===== config.mk =====
export PLATFORM = sky130hd
export DESIGN_NAME = alu_mult_seq
export DESIGN_NICKNAME = d
export VERILOG_FILES = /design/src/rtl/alu_mult_seq.sv
export SDC_FILE = /design/constraint.sdc
export NUM_CORES = 1
export LEC_CHECK = 0
export ABC_AREA = 1
export CAP_MARGIN = 10
export CORE_ASPECT_RATIO = 0.9
export CORE_UTILIZATION = 45
export CTS_CLUSTER_SIZE = 8
export DETAILED_ROUTE_END_ITERATION = 12
export PLACE_DENSITY = 0.78
export SLEW_MARGIN = 20
export SYNTH_ARGS = -nofsm -noshare
export SYNTH_HDL_FRONTEND = slang
export SYNTH_SLANG_ARGS = --single-unit

===== constraint.sdc =====
create_clock -name clk -period 1.86 [get_ports clk]
set_clock_uncertainty 0.1 [all_clocks]
set_input_delay 0.558 -clock clk [delete_from_list [all_inputs] [get_ports clk]]
set_output_delay 0.558 -clock clk [all_outputs]
set_load 0.01 [all_outputs]

===== src/rtl/alu_mult_seq.sv =====
// Sequential 32x32 unsigned shift-add multiplier that borrows the shared alu_32
// adder each iteration and builds a 64-bit product over 32 CALC cycles.
module alu_mult_seq #(
  parameter logic [3:0] ADD_SEL  = 4'b0010,
  parameter logic [3:0] IDLE_SEL = 4'b0000
) (
  input  logic        clk,
  input  logic        reset_n,
  input  logic        start,
  input  logic [31:0] multiplicand,
  input  logic [31:0] multiplier,
  output logic        busy,
  output logic        done,
  output logic [31:0] product_hi,
  output logic [31:0] product_lo,
  output logic [31:0] alu_a,
  output logic [31:0] alu_b,
  output logic [3:0]  alu_sel,
  input  logic [31:0] alu_out,
  input  logic        alu_carry
);

  localparam int unsigned W      = 32;
  localparam int unsigned CNT_W  = 5;
  localparam logic [CNT_W-1:0] LAST_ITER = CNT_W'(W - 1);

  typedef enum logic [1:0] {
    IDLE = 2'd0,
    CALC = 2'd1,
    DONE = 2'd2
  } state_t;

  state_t           state;
  logic [W-1:0]     mcand;
  logic [W-1:0]     acc_hi;
  logic [W-1:0]     acc_lo;
  logic [CNT_W-1:0] count;
  logic [2*W-1:0]   step_c;

  // The ALU always sees the live partial-product high word and the multiplicand.
  assign alu_a = acc_hi;
  assign alu_b = mcand;

  // One shift-add step: take the ALU sum (with carry as bit 32) when the
  // current multiplier bit is set, otherwise just shift the accumulator.
  always_comb begin
    step_c = {1'b0, acc_hi, acc_lo[W-1:1]};
    if (acc_lo[0]) begin
      step_c = {alu_carry, alu_out, acc_lo[W-1:1]};
    end
  end

  // Controller FSM, datapath registers and registered outputs.
  always_ff @(posedge clk) begin
    if (!reset_n) begin
      state      <= IDLE;
      mcand      <= '0;
      acc_hi     <= '0;
      acc_lo     <= '0;
      count      <= '0;
      busy       <= 1'b0;
      done       <= 1'b0;
      product_hi <= '0;
      product_lo <= '0;
      alu_sel    <= IDLE_SEL;
    end else begin
      case (state)
        IDLE: begin
          if (start) begin
            mcand   <= multiplicand;
            acc_hi  <= '0;
            acc_lo  <= multiplier;
            count   <= '0;
            busy    <= 1'b1;
            alu_sel <= ADD_SEL;
            state   <= CALC;
          end
        end
        CALC: begin
          acc_hi <= step_c[2*W-1:W];
          acc_lo <= step_c[W-1:0];
          count  <= count + CNT_W'(1);
          if (count == LAST_ITER) begin
            product_hi <= step_c[2*W-1:W];
            product_lo <= step_c[W-1:0];
            done       <= 1'b1;
            alu_sel    <= IDLE_SEL;
            state      <= DONE;
          end
        end
        DONE: begin
          // Start requests are ignored here; the next one is taken in IDLE.
          done  <= 1'b0;
          busy  <= 1'b0;
          state <= IDLE;
        end
        default: begin
          done    <= 1'b0;
          busy    <= 1'b0;
          alu_sel <= IDLE_SEL;
          state   <= IDLE;
        end
      endcase
    end
  end

endmodule


==> summary.log <==
[setup_path] reg-to-reg startpoint count[1]
[layout] commonest non-fill, non-tap cell in the layout nand2_1
[worst_hold_path] Hold/Removal Path Class reg2reg
[drt] number of routed nets with antenna violations 0
[global_route] number of global-route vias before repair 6118
[drt] total via count after detailed routing 6701
[sta] highest achievable clock rate 572.1 MHz
[logic_synthesis] post-synthesis async set-or-reset flop share 0%
[floorplanning] count of boundary I/O pins 234
[logic_synthesis] number of flops mapped to enable cells by yosys 0
[setup_path] worst setup path start count[1]
[floorplanning] DIE AREA 15470 sq um
[cts] CTS root buf clkbuf_16
[floorplanning] Die Wd 131.0 um
[setup_path] number of cells traversed by the worst register-to-register path 8
[setup_path] flop-to-flop setup slack 110 ps
[setup_path] CP Cell Sequence ha_1 -> inv_1 -> nor3_2 -> ha_2 -> nand2_2 -> buf_12 -> nand3_1 -> o21ai_0
[pwr] power density of the placed cells 869.2 nW/um^2
[pwr] leakage power 4.722 nW
[logic_synthesis] Ys Warns 0
[pwr] worst-case vdd ir drop 0.0007308 V
[logic_synthesis] mean area per synthesized cell 7.042 sq um
[floorplanning] initial core utilization 45.96%
[outcome] outcome complete, no violations
[place] Placement Setup Slack -161.4 ps
[setup_path] worst setup path endpoint product_lo[19]
[global_route] combined global-route utilization of all metal layers 24.45%
[setup_path] kind of start point of the critical path flop
[global_route] pin count of the biggest net entering global routing 65
[layout] Nets 1263
[setup_path] logic depth of the worst setup path including buffers 8
[setup_path] required time reported for the critical path endpoint 2050 ps
[drt] first-pass iteration count of the detailed router 5
[sta] Final min period 1748 ps
[global_route] final global-route overflow total 0
[logic_synthesis] number of synthesized register bits 170
[layout] highest-count cells in the layout ignoring fill and taps nand2_1, dfxtp_1, nor2_1, dlygate4sd2_1, clkdlybuf4s50_1
[layout] layout-stage area growth over the synthesis result 43.89%
[cts] Inserted Clock Buffers 17
[sta] number of pins with negative max-slew slack in the final report 0
[setup_path] terminus of the critical flop-to-flop path product_lo[19]
[logic_synthesis] synth unique cells 23
[setup_path] kind of cell adding the most delay to the critical path adder cells
[setup_path] largest driver fanout on the critical path 64
[place] Port Buf Inserts 230
[cts] CTS sink cnt 170
[cts] TritonCTS clock tree done
[drt] average wire length per cell after detail routing 13.42 um
[global_route] antenna violations before repair 0
[cts] Worst-Skew Late Latency 410 ps
[setup_path] Critical Path Max Stage Delay 380 ps
[sta] setup-violating endpoint count in the final report 0
[layout] diode count 0
[logic_synthesis] share of the synthesized area in the top cell type 50.50%
[logic_synthesis] combined area of all synthesized cells 6739 sq um
[cts] largest buffer count on any clock path 2
[drt] number of design-rule violations left by the first detailed-router iteration 384
[cts] CTS hold repair buffers 0
[place] Final GP Congestion 0.8154
[floorplanning] row count 42
[logic_synthesis] Yosys top cell by area dfxtp_1
[drt] Final Routed Wirelength 18.42 mm
[place] post-detailed-placement half-perimeter wirelength 12.04 mm
[drt] Remaining DRCs 0
[logic_synthesis] ranking of synthesized cells by area dfxtp_1, nand2_1, nor2_1
[sta] worst setup slack after layout 112.2 ps
[drt] routed via count divided by cell count 4.884
[cts] # Post-CTS Setup Buffers 0
[setup_path] count of buffer and inverter cells on the critical path 2
[floorplanning] Die H 118.1 um
[layout] fraction of layout cells with a size suffix above 1 5.451%
[worst_hold_path] Min-Delay Path Depth 2
[logic_synthesis] Post-synth top flop dfxtp_1
[run] number of max-capacitance violations reported 0
[cts] clock transition at the register clock pins on the worst setup and hold paths after CTS 60 ps
[logic_synthesis] post-synthesis sequential area ratio 50.50%
[sta] final worst hold slack 366.6 ps
[setup_path] CP endpoint kind flop
[setup_path] startpoint-to-endpoint class of the critical path reg2reg
[global_route] first-pass GRT wire length 29.96 mm
[cts] H-Tree Level Count 4
[setup_path] signal arrival time at the worst endpoint 1940 ps
[sta] final clock period utilization by the worst path 93.97%
[sta] total count of hold-check failures in the final report 0
[setup_path] Worst path slowest cell dfxtp_1
[floorplanning] Core ar. 14660 sq um
[logic_synthesis] Syn Inst Count 957
## report_power, final
group	internal [mW]	switching, mW
Clock	2.15	1.37
Sequential	3.79	0.0602
Combinational	0.476	0.583
Total	6.41	2.01
## timing repair
item | in CTS | in global routing
setup endpoints to repair | 131 | 64
resized for setup | 131 | 3
pin swaps | 0 | 1
## layout make-up
class,count,area (sq um)
clock inverters,7,87.58
fillers,1353,4965
flip-flops and latches,170,3405
multi-input cells,680,2870
clock buffers,25,505.5
repair buffers,250,2424
well taps,198,247.7
inverters,42,157.7
## worst register-to-register path, stage by stage, from the launching register on
cell and delay (ps):
dfxtp_1 380, ha_1 180, inv_1 60, nor3_2 130
ha_2 240, nand2_2 80, buf_12 220, nand3_1 150
o21ai_0 100
## kinds of logic after synthesis
group,Yosys count,share of synthesized area [%]
compound gates,138,10.34
other cells,1,0.05565
buf+inv,109,7.241
fa+ha+maj,2,0.3713
flops,170,50.50
simple gates,537,31.49
## Yosys cell counts (2+ instances only)
library cell / number
clkbuf_2: 2
o21ai_1: 20
dfxtp_1: 170
nand2_2: 2
nand3_1: 69
buf_2: 34
clkbuf_1: 21
nand4_1: 2
ha_1: 2
inv_1: 36
a21oi_1: 38
nand2_1: 330
o21ai_0: 78
inv_2: 6
buf_4: 9
nor2_1: 131
## flip-flops by register name (all words and copies together) (netlist names)
signal,count
state,2
alu_b,32
done,1
count,5
product_hi,32
busy,1
acc_lo,32
alu_a,32
alu_sel,1
product_lo,32
## per-stage QoR
stage          utilization, %  power (mW)  cell area [sq um]  cells  setup TNS (ps)
5_1_grt                 66.14       8.805               9697   1372          -2.077
2_1_floorplan               -       4.503               6746    959               0
4_1_cts                 66.08       8.501               9688   1372               0
3_5_place_dp            63.15       5.036               9259   1340           -8115
6_report                66.14       8.429               9697   1372               0
3_3_place_gp            63.15       5.025               9259   1340           -5427
## metal layers
| layer | routed length [um] | up-vias | GRT usage, % |
|---|---|---|---|
| met3 | 1491 | 19 | 7.636 |
| met4 | 217 | 0 | 6.609 |
| met5 | 0 | - | 0 |
| met2 | 8608 | 248 | 38.59 |
| li1 | - | 3411 | - |
| met1 | 8101 | 3023 | 32.01 |
## worst min-delay path by stage
| stage | end | slack (ps) | start |
|---|---|---|---|
| final | product_hi[7] | 370 | product_hi[7] |
| after global routing | product_lo[31] | 390 | product_lo[31] |
| after CTS | product_hi[22] | 370 | product_hi[22] |
| after detailed placement | product_hi[22] | 360 | product_hi[22] |
| after global placement | count[4] | 360 | count[4] |
| after floorplan | count[4] | 340 | count[4] |
No activity file was read; power rests on OpenSTA's default activity.
